<file path="config.mk">
export PLATFORM = sky130hd
export DESIGN_NAME = fetch_queue
export DESIGN_NICKNAME = d
export VERILOG_FILES = /design/src/rtl/fetch_queue.sv
export SDC_FILE = /design/constraint.sdc
export NUM_CORES = 1
export LEC_CHECK = 0
export BUFFER_PORTS_ARGS = -buffer_cell sky130_fd_sc_hd__buf_2
export CAP_MARGIN = 10
export CORE_UTILIZATION = 63
export DETAILED_ROUTE_END_ITERATION = 12
export PLACE_DENSITY = 0.85
export SYNTH_ARGS = -nofsm -noshare
export SYNTH_HDL_FRONTEND = slang
export SYNTH_SLANG_ARGS = --single-unit
</file>
<file path="constraint.sdc">
create_clock -name clk -period 5.8 [get_ports clk]
set_input_delay 0.87 -clock clk [delete_from_list [all_inputs] [get_ports clk]]
set_output_delay 0.87 -clock clk [all_outputs]
set_load 0.03 [all_outputs]
</file>
<file path="src/rtl/fetch_queue.sv">
// fetch_queue: owns the PC, drives the instruction bus, and buffers responses in a DEPTH-entry FIFO for decode.
// Optional feature macro FETCH_MISALIGN_CHECK_EN: misaligned PCs become a queued fetch exception instead of a bus request.
//
// state   | meaning
// IDLE    | no request outstanding
// WAIT    | request outstanding, response will be queued
// DISCARD | request outstanding, response will be dropped (redirected)

module fetch_queue #(
  parameter int ADDR_W = 64,
  parameter int INSTR_W = 32,
  parameter int DEPTH = 4,
  parameter logic [ADDR_W-1:0] PC_RESET = ADDR_W'(64'h8000_0000)
) (
  input  logic               clk,
  input  logic               resetn,
  output logic               ireq_valid,
  output logic [ADDR_W-1:0]  ireq_addr,
  input  logic               iresp_data_ok,
  input  logic [INSTR_W-1:0] iresp_data,
  input  logic               redirect_valid,
  input  logic [ADDR_W-1:0]  redirect_pc,
  output logic               out_valid,
  input  logic               out_ready,
  output logic [ADDR_W-1:0]  out_pc,
  output logic [INSTR_W-1:0] out_instr,
  output logic               out_excp
);

  localparam int PTR_W = $clog2(DEPTH);
  localparam int CNT_W = PTR_W + 1;
  localparam logic [CNT_W-1:0] DEPTH_CNT = CNT_W'(DEPTH);
  localparam logic [PTR_W-1:0] PTR_ONE = PTR_W'(1);
  localparam logic [ADDR_W-1:0] PC_INC = ADDR_W'(INSTR_W / 8);

  localparam logic [1:0] S_IDLE    = 2'd0;
  localparam logic [1:0] S_WAIT    = 2'd1;
  localparam logic [1:0] S_DISCARD = 2'd2;

  logic [1:0]         state, state_nxt;
  logic [ADDR_W-1:0]  pc, pc_nxt;
  logic [ADDR_W-1:0]  req_addr, req_addr_nxt;
  logic [PTR_W-1:0]   rd_ptr, wr_ptr;
  logic [CNT_W-1:0]   count, count_after_push;
  logic               push, pop, flush, room_after_push;
  logic [INSTR_W-1:0] push_instr;

  logic [ADDR_W-1:0]  pc_mem    [DEPTH];
  logic [INSTR_W-1:0] instr_mem [DEPTH];

`ifdef FETCH_MISALIGN_CHECK_EN
  localparam int OFF_W = $clog2(INSTR_W / 8);
  logic halt, halt_nxt;
  logic push_excp;
  logic excp_mem [DEPTH];
  logic pc_misaligned;
  assign pc_misaligned = |pc[OFF_W-1:0];
`endif

  // A redirect clears the queue, so a pop in the same cycle has nothing to remove.
  assign pop = out_valid && out_ready && !redirect_valid;
  assign flush = redirect_valid;
  assign count_after_push = count + CNT_W'(1) - CNT_W'(pop);
  assign room_after_push = count_after_push < DEPTH_CNT;

  always_comb begin
    state_nxt = state;
    pc_nxt = pc;
    req_addr_nxt = req_addr;
    push = 1'b0;
    push_instr = iresp_data;
`ifdef FETCH_MISALIGN_CHECK_EN
    halt_nxt = halt;
    push_excp = 1'b0;
`endif
    if (redirect_valid) begin
      pc_nxt = redirect_pc;
      state_nxt = (state != S_IDLE && !iresp_data_ok) ? S_DISCARD : S_IDLE;
`ifdef FETCH_MISALIGN_CHECK_EN
      halt_nxt = 1'b0;
`endif
    end else begin
      case (state)
        S_IDLE: begin
          if (count < DEPTH_CNT) begin
`ifdef FETCH_MISALIGN_CHECK_EN
            if (!halt) begin
              if (pc_misaligned) begin
                push = 1'b1;
                push_excp = 1'b1;
                push_instr = '0;
                halt_nxt = 1'b1;
              end else begin
                state_nxt = S_WAIT;
                req_addr_nxt = pc;
              end
            end
`else
            state_nxt = S_WAIT;
            req_addr_nxt = pc;
`endif
          end
        end
        S_WAIT: begin
          if (iresp_data_ok) begin
            push = 1'b1;
            pc_nxt = pc + PC_INC;
            // Keep the request line up for back-to-back fetch when the slot is guaranteed.
            if (room_after_push) begin
              req_addr_nxt = pc + PC_INC;
            end else begin
              state_nxt = S_IDLE;
            end
          end
        end
        S_DISCARD: begin
          if (iresp_data_ok) state_nxt = S_IDLE;
        end
        default: state_nxt = S_IDLE;
      endcase
    end
  end

  always_ff @(posedge clk or negedge resetn) begin
    if (!resetn) begin
      state <= S_IDLE;
      pc <= PC_RESET;
      req_addr <= PC_RESET;
      rd_ptr <= '0;
      wr_ptr <= '0;
      count <= '0;
`ifdef FETCH_MISALIGN_CHECK_EN
      halt <= 1'b0;
`endif
    end else begin
      state <= state_nxt;
      pc <= pc_nxt;
      req_addr <= req_addr_nxt;
`ifdef FETCH_MISALIGN_CHECK_EN
      halt <= halt_nxt;
`endif
      if (flush) begin
        rd_ptr <= '0;
        wr_ptr <= '0;
        count <= '0;
      end else begin
        if (push) wr_ptr <= wr_ptr + PTR_ONE;
        if (pop) rd_ptr <= rd_ptr + PTR_ONE;
        count <= count + CNT_W'(push) - CNT_W'(pop);
      end
    end
  end

  always_ff @(posedge clk) begin
    if (push) begin
      pc_mem[wr_ptr] <= pc;
      instr_mem[wr_ptr] <= push_instr;
`ifdef FETCH_MISALIGN_CHECK_EN
      excp_mem[wr_ptr] <= push_excp;
`endif
    end
  end

  assign ireq_valid = (state != S_IDLE);
  assign ireq_addr = req_addr;
  assign out_valid = (count != '0);
  assign out_pc = pc_mem[rd_ptr];
  assign out_instr = instr_mem[rd_ptr];
`ifdef FETCH_MISALIGN_CHECK_EN
  assign out_excp = out_valid && excp_mem[rd_ptr];
`else
  assign out_excp = 1'b0;
`endif

endmodule

</file>
# ---- Yosys cells after proc, flatten, opt, wreduce, memory -nomap -nowiden
# Memory sizes are Yosys's and may differ from the RTL's.
# Index checks and enable logic that the tools add are counted.
dict set report totals {
  ff_bits 137
  latch_bits 0
  ram_bits 384
  rom_bits 0
  output_inout_bits 163
  memories 2
}
# name words word_bits rd rd_ports_with_merged_regs write_ports line
set memory_table {}
lappend memory_table {pc_mem 4 64 1 0 1 48} ;# logic [ADDR_W-1:0] pc_mem [DEPTH];
lappend memory_table {instr_mem 4 32 1 0 1 49} ;# logic [INSTR_W-1:0] instr_mem [DEPTH];
dict set report classes {
  add_sub_neg 7
  n_mul 0
  div_mod_pow 0
  n_lt_le_gt_ge 2
  eq_ne 9
  n_shift 0
  mux 24
  n_bitwise 1
  reduce_logical 16
}
# op count
set op_table {}
lappend op_table {{two-way mux 64 bit} 6}
lappend op_table {{one-hot mux 64 bit (2 select lines)} 1}
lappend op_table {{adder 64 x 3 -> 64 bit (second input constant)} 1}
lappend op_table {{two-way mux 2 bit} 10}
lappend op_table {{inequality test 3 bit (second input constant)} 4}
lappend op_table {{nonzero test 2 bit} 6}
lappend op_table {{< comparator 3 bit (second input constant)} 2}
lappend op_table {{inequality test 2 bit (second input constant)} 3}
lappend op_table {{one-hot mux 2 bit (3 select lines)} 1}
lappend op_table {{subtractor 3 x 1 -> 3 bit} 2}
lappend op_table {{two-way mux 1 bit} 5}
lappend op_table {{AND reduction 5 bit} 1}
lappend op_table {{adder 2 x 1 -> 2 bit (second input constant)} 2}
lappend op_table {{AND reduction 4 bit} 1}
lappend op_table {{adder 3 x 1 -> 3 bit} 1}
lappend op_table {{adder 3 x 1 -> 3 bit (second input constant)} 1}
lappend op_table {{logical AND 1 bit} 3}
lappend op_table {{two-way mux 3 bit} 1}
lappend op_table {{nonzero test 3 bit} 1}
lappend op_table {{== test 2 x 1 -> 1 bit (second input constant)} 1}
lappend op_table {{== test 2 bit (second input constant)} 1}
lappend op_table {{zero test 1 bit} 2}
lappend op_table {{zero test 2 bit} 1}
lappend op_table {{AND reduction 2 bit} 1}
lappend op_table {{NOT 1 bit} 1}

# ---- Depth between registers and ports, before layout
# Gate-level depths: netlist of the first run.
dict set report logic_depth {
  word_depth 9
  ltp_mapped 12
  mapped_depth_nobuf 10
}

# ---- Worst setup path before layout of the first run
# No wires, ideal clock.
dict set report synth_timing {
  path_kind {input-to-reg}
  start {input port iresp_data_ok}
  end {memory instr_mem[0][0] (enable)}
  arrival_ns 4.031
  path_slack_ns 1.303
  path_stages 5
  path_cell_list {clkbuf_1 > and3b_1 > clkbuf_1 > buf_1 > and3_1}
}
dict set report synth_via {
  elab_chain_cells 5
}
# item line
set synth_rtl {}
lappend synth_rtl {{start, declared} 19} ;# input logic iresp_data_ok,
lappend synth_rtl {{two-way mux 1 bit} 105} ;# if (iresp_data_ok) begin
lappend synth_rtl {{two-way mux 1 bit} 83} ;# case (state)
lappend synth_rtl {{two-way mux 1 bit} 76} ;# if (redirect_valid) begin
lappend synth_rtl {{two-way mux 1 bit} 155} ;# if (push) begin
lappend synth_rtl {{two-way mux 1 bit (not written as such)} 157} ;# instr_mem[wr_ptr] <= push_instr;
lappend synth_rtl {{end, declared} 49}
# Every way passes these cells.

# ---- Worst setup path after layout of the first run
dict set report layout_timing {
  start {register rd_ptr[1]}
  end {output port out_instr[12]}
}
dict set report layout_via {
  elab_chain_cells 1
}
# item line
set layout_rtl {}
lappend layout_rtl {{start, declared} 43} ;# logic [PTR_W-1:0] rd_ptr, wr_ptr;
lappend layout_rtl {{start signal, assigned} 148} ;# if (pop) rd_ptr <= rd_ptr + PTR_ONE;
lappend layout_rtl {{memory read (4 x 32 bit)} --}
lappend layout_rtl {{end, declared} 26} ;# output logic [INSTR_W-1:0] out_instr,
# Every way passes these cells.

==> impl_summary.md, run 1 <==
Layout
The layout overhead on the synthesized area is 15.1%. The library cell used most frequently in the layout, excluding fill and tap cells, is edfxtp_1. The fraction of final layout cells with drive strength greater than 1 is between 20 and 30%. The library cells used most frequently in the layout, excluding fill and tap cells, are 384 x edfxtp_1, 260 x buf_2, 139 x nand2_1. Fill cells in the final layout number ~2000.

Summing all flip-flop and latch instances after layout gives 15000 µm². The net count of the finished layout is 1787. Summing all multi-input logic gate instances after layout gives about 6500 µm².

Worst setup path
The standard cell with the maximum stage delay on the critical path is dfrtp_4. STA puts the critical path data required time at between 4000 and 5000 ps. The largest fanout on the critical path is just under 70.

The kind of critical path is reg -> out. STA puts the critical path data arrival time at 2950 ps. Walking the worst path, the cells encountered are buf_4 > mux4_2 > buf_2. Grouping stages by cell kind, the critical path spends the most delay in flip-flops. The critical path launch point type is a flip-flop. Counting both buffers and inverters, the worst setup path holds a total of 2. The highest cell delay on the worst timing path is 1120 ps. The kind of capture point of the worst setup path is an output pin.

CTS
The post-cts repair resize count is 0. After clock tree synthesis, the clock-pin slew on the worst setup and hold paths is roughly 60 ps. The H-tree generated during clock tree synthesis spans 2 levels. CTS placed an instance of clkbuf_16 at the clock tree root. The TritonCTS clock tree is done. The clock sink total is 521.

The buffer depth of the longest clock path is 3. The number of buffers inserted during clock tree synthesis is 50. After clock tree synthesis, the flow added hold-fix buffers numbering 0. The total setup buffers inserted after CTS is 0.

The clock insertion delay at the later pin of the skew report is 580 ps.

Placement
The HPWL after detailed placement is 35100 µm. Routability-driven placement finished with a final weighted congestion of 0.902. The count of port buffers added during placement is 262. Prior to clock tree synthesis, the placed netlist has a worst setup slack of approximately 2100 ps.

Logic synthesis
For this run, asynchronously set or reset flops after synthesis account for 26.3%. Dividing the synthesized area by the synthesized cell count gives between 15 and 20 µm². The post-synthesis cell type with the largest combined area is edfxtp_1. The sequential-to-total area share from yosys stat is 68.5%.

The post-synthesis net count is 1550. The area of the mapped netlist is 21900 µm². The synthesized netlist cell count is about 1400. The number of enable-type register cells in the synthesized netlist is roughly 380.

Yosys attributes the largest share of cell area to edfxtp_1 53%, dfrtp_1 15%, mux4_2 9.9%. Counting flops and latches in the post-synthesis netlist gives 521. The commonest register cell after synthesis is edfxtp_1. After synthesis, the netlist uses 59 different library cells.

The number of warnings reported in the yosys synthesis log is 0. The fraction of synthesized cell area taken by the top area cell type is between 50% and 60%.

Global routing
The first global-routing pass estimated 85700 µm of wire. The largest net degree at the start of global routing is between 70 and 80. Global routing consumed, over all layers together, 32.6% of the routing resources. The initial antenna violation count came to 4. The via count of the first global-routing pass is approximately 14000. The leftover overflow at the end of global routing is 0.

STA
The hold violation total from the final report was 0. Based on the critical path, the design can be clocked at up to 262 MHz. The final max-slew violation count came to 0. The worst path in the final design needs a cycle of 3820 ps, including I/O delays and setup. Measured against its own limit, the worst slew margin works out to approximately 24%.

The worst-case setup margin in the final layout is 1980 ps. The final critical path takes up about 66% of the cycle. Setup violations remaining at the end of the flow were counted as 0.

After routing, the total negative slack on setup checks comes to 0 ps. For the pin with the worst max-slew slack, the measured transition is 1130 ps. The clock arrives with 18.8 ps of skew. Setup repair after global routing left no endpoint under its margin.

Route
After detailed routing, the total wire length is 56700 µm. Once detail routing completed, the nets flagged for antenna violations numbered 0. In the routed layout, each cell is associated on average with a via count of 6.57.

The first TritonRoute pass finished after 8 iterations. For this block, the initial DRC count from the detailed router was 1878. The total number of vias is 14248.

After detailed routing, the number of remaining DRC violations is 0. In the final routed layout, each cell accounts on average for 26.1 µm.

Power and ir drop
VDD sags by at most 288 µV. The static power due to leakage is slightly below 9 nW. The total power per unit cell area is 430 nW/µm².

Die
The number of top-level design ports is 264. Row generation in the floorplan step produced 67 rows. The die covers about 35000 µm². The vertical extent of the die is 188 µm. For this configuration, the core starts out at a cell density of 64.5%. The area of the core is roughly 34000 µm².

The die is approximately 190 µm wide.

Outcome
The run finished with clean final reports.

Hold path
The tightest min-delay check is of the in -> async type.

Run
The max-capacitance violation count is 0.
==> layout make-up <==
cell class | count | area share [%]
flip-flops and latches | 521 | 59.5
multi-input cells | 814 | 25.8
repair buffers | 279 | 5.80
clock buffers | 70 | 5.63
well taps | 448 | 2.23
clock inverters | 22 | 0.826
inverters | 12 | 0.179
diodes | 3 | 0.0298
==> sequential cells by signal, indices dropped and copies added, names as in the netlist <==
name       cells
instr_mem    128
state          2
pc            64
count          3
rd_ptr         2
ireq_addr     64
pc_mem       256
wr_ptr         2
==> cells by family after synthesis <==
family                   synth area share [%]
AO/OA/AOI/OAI                            4.06
XOR/XNOR                                 3.53
adder cells (fa/ha/maj)                 0.492
buffers and inverters                    1.95
flip-flops                               68.5
multiplexers                             10.4
other                                  0.0172
AND/OR/NAND/NOR                          11.1
==> cells in the mapped netlist (all sizes together), types with 3 or more instances <==
cell type  number
a21oi           3
a221o           5
a31oi          24
and2            5
and3           10
and4           11
buf            36
clkbuf         58
dfrtp         135
edfxtp        384
ha              7
inv            12
mux2            5
mux2i           6
mux4           96
nand2         139
nand2b          4
nand3          48
nand3b          3
nand4          56
nor2           57
nor2b          10
nor3           27
nor4           30
o21ai         100
o31a            6
o31ai           4
or3            26
or4            21
xnor2          44
xor2           44
==> power breakdown <==
part | internal, W | switching [W] | total (W)
clock | 0.00181 | 0.00140 | 0.00321
sequential | 0.00438 | 0.000492 | 0.00487
combinational | 0.000957 | 0.00178 | 0.00273
==> worst register-to-register path, stage by stage (launching register included) <==
cell and delay [ps]:
dfrtp_1 570, nand4_1 600, nor4_2 730, nand4bb_1 550
or4_1 660, a31oi_1 170
==> metrics by stage <==
| step | cell area, µm² | cells | total power, W | utilization [%] | hold slack (ps) |
|---|---|---|---|---|---|
| 5_1_grt | 25200 | 2166 | 0.0112 | 74.3 | 387 |
| 2_1_floorplan | 21900 | 1441 | 0.00672 | - | 471 |
| 4_1_cts | 25200 | 2166 | 0.0108 | 74.3 | 362 |
| 3_5_place_dp | 23500 | 2074 | 0.00764 | 69.5 | 465 |
| 6_report | 25200 | 2169 | 0.0108 | 74.3 | 329 |
| 3_3_place_gp | 23500 | 2074 | 0.00757 | 69.5 | 457 |
==> worst paths after layout <==
| check | cells after the start | slack, ps | to | start |
|---|---|---|---|---|
| max in group asynchronous | 2 | 4260 | pc[32]$_DFFE_PN0P_ | resetn |
| min | 1 | 330 | ireq_addr[12]$_DFFE_PN0P_ | resetn |
| min in group clk | 2 | 470 | ireq_addr[5]$_DFFE_PN0P_ | ireq_addr[5]$_DFFE_PN0P_ |
| min reg2reg | 2 | 470 | ireq_addr[5]$_DFFE_PN0P_ | ireq_addr[5]$_DFFE_PN0P_ |
| max reg2reg | 5 | 2440 | ireq_addr[63]$_DFFE_PN0P_ | pc[12]$_DFFE_PN0P_ |
| max | 3 | 1980 | out_instr[12] | rd_ptr[1]$_DFFE_PN0P_ |
==> per-layer routing <==
layer	GRT usage (%)	vias up	wire [µm]
met3	6.07	163	5920
met2	52.6	979	27900
li1	-	6056	-
met1	45.1	7048	20800
met5	0	-	13
met4	11.4	2	2050
Power figures use the tool's default switching activity.
==> inputs of run 2 (changes only) <==
- CORE_UTILIZATION: 63 -> 53
- PLACE_DENSITY: 0.85 -> 0.77
- clock period: 5.8 -> 3.11 ns (I/O delays scaled with it)
==> impl_summary.md, run 2 (synthesis results as in run 1) <==
Run
The tool flagged a number of max-cap violations equal to 0.

Die
The die extent in x is 205 µm. The die covers 42000 µm². The area of the core is 40700 µm².

For this configuration, the core starts out at a cell density of 53.6%. The initialized floorplan defines between 70 and 80 standard-cell rows. The number of top-level design ports is between 200 and 300. The vertical extent of the die is a little over 200 µm.

Outcome
The run finished with clean final reports.

CTS
For the worst-skew pair, the clock arrives at the later sink with an insertion delay of 600 ps. The number of buffers inserted during clock tree synthesis is 54. The H-tree was split into 2 levels. The cell sitting at the root of the clock tree is a clkbuf_16. The clock sink total is about 520. The clock slew seen by the registers of the worst setup and hold paths is 60 ps. The TritonCTS clock tree is done.

The buffer depth of the longest clock path is 3.

Route
The pre-antenna-repair detailed-routing pass consisted of 5 iterations. The total number of vias is 14021. The count of antenna-violating nets left after detailed routing is 0.

In the routed design, unresolved DRC markers number 0. The vias per cell is 6.07. The detailed router finished its first iteration with 1274 violations. The routed wire length per instance is around 24 µm. After detailed routing, the total wire length is 55900 µm.

STA
For the final database, setup skew stands at approximately 24 ps. The worst path needs 2930 ps of the cycle, external delays included. For the pin with the worst max-slew slack, the measured transition is 710 ps. The hold violation total from the final report is 0. Static timing analysis puts the maximum clock frequency at 341 MHz. Final hold analysis gives a worst-case slack of 84.7 ps. Setup repair after global routing left no endpoint under its margin.

The final max-slew violation count is 0. After layout, the worst path uses 94.3% of the clock period. The worst-case headroom to the max-slew limit is 52.7%.

After routing, the total negative slack on setup checks comes to 0 ps. The total setup violations reported at the end of the flow is 0.

Layout
The area used by sequential logic in the layout is around 15000 µm². The finished cells cover 25900 µm². The number of flip-flops under the largest register name is 256. The total of fill cells in the finished design is 2982.

The fraction of final layout cells with drive strength greater than 1 is between 20 and 30%. The library cells used most frequently in the layout, excluding fill and tap cells, are 384 x edfxtp_1, 260 x buf_2, 139 x nand2_1. The library cell used most frequently in the layout, excluding fill and tap cells, is edfxtp_1. The layout overhead on the synthesized area is 18.6%. More flip-flops sit in one register than any other, and that register is pc_mem. Leaving out filler cells and counting taps, the final layout contains 2310. The multi-input combinational cells in the finished layout cover a total of 6490 µm².

The largest registers in the layout are pc_mem: 256 flops, instr_mem: 128 flops. The net count of the finished layout is 1837.

Worst setup path
The cell depth of the worst flop-to-flop path is 5. The worst path arrival time is 3470 ps. On the worst path, the slowest cell contributes a delay of 650 ps. The critical path launch point is pc[15]$_DFFE_PN0P_. The endpoint required time on the critical path is 3650 ps. The most numerous cell type found on the critical path is nand4_1. Of all nets on the critical path, the largest fanout is 11. The worst setup path is captured at a flip-flop. By startpoint and endpoint, the worst setup path is classified as reg -> reg. In this run the critical register-to-register path is launched from pc[15]$_DFFE_PN0P_. Traced cell by cell, the critical path runs through nand4_1 > nor3_1 > nand4_1 > or4_1 > nand3_1.

The register-to-register setup slack is 180 ps. Following the worst setup path forward leads to its endpoint at pc[62]$_DFFE_PN0P_. STA classifies the critical path startpoint as a flip-flop.

The endpoint of the worst register-to-register path is pc[62]$_DFFE_PN0P_. Among all stages on the critical path, the largest delay is contributed by nor3_1.

Global routing
Global routing finished with a remaining overflow of 0. The via count of the first global-routing pass came to 13856. Global routing used 26.8% of the available tracks across all layers. The initial antenna violation count came to 2. The wire length of the first global-routing pass is slightly above 80000 µm. Entering global routing, the biggest net connects 66 pins.

Placement
The cell area reported after detailed placement is 24200 µm². The weighted congestion reported at the end of routability-driven placement is just over 0.9. The cell count after placement is 2203. After legalization and detailed placement, the total HPWL measured 38200 µm. Buffers placed on the I/O ports in this run total 262.

Power and ir drop
The clock network is responsible for 30.0% of the overall power. The internal power contribution is 0.0136 W. Of the total power, registers draw between 40% and 50%.

The static power due to leakage is 9.06 nW. In this run the power spent charging and discharging nets is 0.00684 W. The share of total power in combinational logic is 26.7%. IR analysis of the VDD net gives a maximum drop of 519 µV. Net switching is 33.4% of the power.

The total power per unit cell area is 789 nW/µm².

Hold path
The path class of the tightest hold or removal check is in -> reg.
[run 2: metal layers]
layer | wire (µm) | track usage, % | vias to the layer above
met5 | 0 | 0 | -
met3 | 5020 | 6.62 | 126
met2 | 26600 | 42.1 | 680
met4 | 2220 | 11.2 | 0
li1 | - | - | 6186
met1 | 22100 | 35.9 | 7029
[run 2: cell type report]
cell class              instances  area share [%]
diodes                          4          0.0386
clock buffers                  77            5.95
clock inverters                25           0.613
inverters                      12           0.174
multi-input cells             814            25.0
flip-flops and latches        521            57.8
well taps                     532            2.57
repair buffers                325            7.85
[run 2: power groups by stage]
stage | Combinational (W) | Sequential (W) | Clock, W
final | 0.00546 | 0.00885 | 0.00614
after global routing | 0.00579 | 0.00892 | 0.00650
after CTS | 0.00552 | 0.00883 | 0.00624
after detailed placement | 0.00549 | 0.00896 | 0
after global placement | 0.00543 | 0.00893 | 0
after floorplan | 0.00303 | 0.00949 | 0
[run 2: how the worst min path moves through the flow]
stage                                    startpoint                   endpoint  slack, ps  cells past startpoint
after CTS                             iresp_data[1]  instr_mem[0][1]$_DFFE_PP_         60                      1
after floorplan                              resetn         count[0]$_DFF_PN0_        170                      0
after detailed placement  ireq_addr[32]$_DFFE_PN0P_  ireq_addr[32]$_DFFE_PN0P_        470                      2
final                                 iresp_data[1]  instr_mem[2][1]$_DFFE_PP_         80                      1
after global routing                  iresp_data[1]  instr_mem[2][1]$_DFFE_PP_         60                      1
after global placement     ireq_addr[8]$_DFFE_PN0P_   ireq_addr[8]$_DFFE_PN0P_        460                      2
[run 2: repair_timing]
item	4_1_cts	5_1_grt
gates resized for setup	0	0
hold endpoints to repair	61	0
hold buffers	1	0
setup buffers	0	0
[run 2: worst max-delay path, delay by kind of cell (launching register included)]
family,cells,cell delay [ps]
simple gates,5,2250
flops,1,620
[run 2: per-stage QoR]
step	power [W]	setup slack (ps)	utilization [%]
3_3_place_gp	0.0144	505	59.4
6_report	0.0204	177	63.6
2_1_floorplan	0.0125	94.5	-
4_1_cts	0.0206	183	63.6
5_1_grt	0.0212	74.7	63.6
3_5_place_dp	0.0145	274	59.4
==> inputs of run 3 (changes only) <==
- CORE_UTILIZATION: 53 -> 58
- PLACE_DENSITY: 0.77 -> 0.87
- REMOVE_ABC_BUFFERS: unset -> 1
- clock period: 3.11 -> 3.2 ns (I/O delays scaled with it)
==> impl_summary.md, run 3 (synthesis results as in run 1) <==
CTS
Counting every sink on the clock net gives 521. The clock slew seen by the registers of the worst setup and hold paths is 60 ps. The cell sitting at the root of the clock tree is a clkbuf_16. Counting along the longest clock path gives a buffer depth of 3. The post-cts repair resize count is 0. The clock insertion delay at the later pin of the skew report is 580 ps.

The TritonCTS clock tree is done. The number of setup buffers added after CTS is 0. The number of clock buffers added by TritonCTS is 49. The CTS H-tree depth is 2.

STA
The hold violation total from the final report is 0. Subtracting the final worst setup slack from the clock period gives 2940 ps. The final max-slew violation count is 0. After layout, the worst path uses 91.9% of the clock period.

Summed over all failing endpoints, the final setup total negative slack is 0 ps. The total setup violations reported at the end of the flow is 0. The worst-case setup margin in the final layout is ~260 ps.

On the final layout, the worst hold slack is 111 ps. The worst clock skew is 9.89 ps. At the pin with the least slew margin, the transition time is 666 ps.

The top achievable clock speed is 340 MHz. Setup repair after global routing left no endpoint under its margin. Measured against its own limit, the worst slew margin works out to 55.3%.

Placement
Prior to clock tree synthesis, the placed netlist has a worst setup slack of 476 ps. Routability-driven placement finished with a final weighted congestion of 0.931. The count of buffers added on input and output ports is 262.

Summed over all nets, the half-perimeter wirelength after detailed placement is about 36000 µm.

Die
In this run the core area contains 70 standard-cell rows. The total area inside the core boundary comes to 36900 µm². Pin placement for this block handled approximately 260 I/O pins. The die extent in x is around 200 µm. The area of the die is 38500 µm². Once the floorplan was initialized, standard cells occupied 59.3% of the core. Measured along the y axis, the die boundary spans 196 µm.

Route
Summed over all layers, the routed wires come to 54000 µm. The total number of vias is around 14000. The pre-antenna-repair detailed-routing pass consisted of 7 iterations. Dividing the detail-routed via count by the number of cells gives about 6.3. In the routed design, unresolved DRC markers number 0.

In the final routed layout, each cell accounts on average for 24.0 µm. The count of antenna-violating nets left after detailed routing is 0. For this block, the initial DRC count from the detailed router was between 1500 and 2000.

Worst setup path
For the worst setup path, the data arrival time is 2460 ps. The worst setup path is launched from a flip-flop. The largest fanout on the critical path is 44. The setup check on the worst reg-to-reg path leaves a slack of approximately 400 ps. The kind of capture point of the worst setup path is an output pin. The endpoint of the worst register-to-register path is ireq_addr[59]$_DFFE_PN0P_. The cell depth of the worst flop-to-flop path is 5. In this run the critical register-to-register path is launched from pc[27]$_DFFE_PN0P_. Walking the worst path, the cells encountered are buf_12 > mux4_2 > buf_2. The highest cell delay on the worst timing path is ~630 ps. STA puts the critical path data required time at 2720 ps. The setup path with the least slack is of type reg -> out. Counting both buffers and inverters, the worst setup path holds a total of 2. In this design, the largest share of critical-path delay is due to flip-flops. The largest individual stage delay along the critical path comes from the cell dfrtp_4.

Global routing
For this run, global-route usage on met2 was measured as 44.3%. For this run, the total global-route usage over all layers was measured as 28.4%. The met3 track demand over resource is 5.72%. The largest net degree at the start of global routing is 62. The met1 routing resource usage after global routing is 38.6%. The leftover overflow at the end of global routing is 0. The initial antenna violation count was 2. The first global-routing pass estimated 80800 µm of wire. The via count of the first global-routing pass is 13676.

The global routing stage identified its most utilized layer as met2.

Hold path
In this run the most critical hold path is launched from redirect_pc[5]. The instance count along the most critical hold path is 3. The endpoint of the worst hold path is pc[5]$_DFFE_PN0P_. The class of the tightest hold or removal check is in -> reg.

Layout
The core utilization of the finished layout is roughly 69%. From synthesis to final layout, the design area changed by 17.0%. Leaving out fill and tap cells, the most frequent cells in the layout are 384 x edfxtp_1, 260 x buf_2, 139 x nand2_1. The register with the most flip-flops in the layout has 256 of them. The largest registers in the layout are pc_mem: 256 flops, instr_mem: 128 flops.

Ranked by flip-flop count, first place goes to pc_mem. For this run, the post-layout net count is 1819. The leading cell type in the layout, fill and taps excluded is edfxtp_1. The number of antenna diodes in the final layout is 0. In the final layout, the share of cells above drive strength 1 is 28.8%.

Power and ir drop
The worst supply voltage drop on vdd is 412 µV. The static power due to leakage is 8.92 nW. Dividing total power by cell area gives a power density of 765 nW/µm².

Run
Across the run, the number of max-cap violations was 0.

Outcome
The flow ran to the end, and the final reports show no timing, DRC or antenna violations.
[run 3: cell types whose count changed in the layout (fill, tap and decap cells not counted)]
cell and change:
bufinv_16 +2, clkbuf_8 +2, clkinv_2 -2, buf_12 -9
clkinv_4 -1, buf_4 -4, diode_2 -4, clkinv_8 +1
clkinv_1 -1, clkbuf_16 -7, clkbuf_1 -4, inv_16 +1
inv_6 -1
[run 3: how the worst max path moves through the flow]
stage | from | to | slack (ps) | cells past startpoint
floorplan | redirect_valid | ireq_addr[10]$_DFFE_PN0P_ | -2650 | 4
global placement | pc[27]$_DFFE_PN0P_ | ireq_addr[51]$_DFFE_PN0P_ | 550 | 5
CTS | rd_ptr[0]$_DFFE_PN0P_ | out_pc[25] | 240 | 3
finish | rd_ptr[0]$_DFFE_PN0P_ | out_pc[25] | 260 | 3
detailed placement | pc[2]$_DFFE_PN0P_ | ireq_addr[51]$_DFFE_PN0P_ | 480 | 5
global route | rd_ptr[0]$_DFFE_PN0P_ | out_pc[25] | 170 | 3
[run 3: metrics by stage]
stage          std cells  area, µm²  total power, W
2_1_floorplan       1347      21500          0.0122
3_3_place_gp        2162      23900          0.0138
3_5_place_dp        2162      23900          0.0139
4_1_cts             2255      25600          0.0196
5_1_grt             2255      25600          0.0202
6_report            2255      25600          0.0196
[run 3: where the power goes]
group / total, W / switching, W / internal (W) / leakage [nW]
combinational: 0.00519 / 0.00339 / 0.00180 / 3.03
clock: 0.00574 / 0.00246 / 0.00328 / 0.779
sequential: 0.00863 / 0.000687 / 0.00794 / 5.11
total: 0.0196 / 0.00654 / 0.0130 / 8.92
[run 3: area by class of cell]
type,count,area (µm²)
Clock buffer,68,1380
Clock inverter,24,224
Fill cell,2323,11300
Inverter,12,45.0
Multi-Input combinational cell,814,6490
Sequential cell,521,15000
Tap cell,504,631
Timing Repair Buffer,312,1820
[run 3: timing repair]
action	4_1_cts	5_1_grt
hold buffers	1	0
setup endpoints to repair	0	0
hold endpoints to repair	47	0
[run 3: per-layer routing]
layer,vias to the layer above,wire length [µm]
li1,6125,-
met1,7115,20600
met2,859,25700
met3,172,4960
met4,4,2730
met5,-,27
[run 3: tightest hold or removal path: cells and delay by family]
| kind | cells | cell delay [ps] |
|---|---|---|
| compound gates | 1 | 60 |
| buf+inv | 1 | 80 |
| simple gates | 1 | 40 |
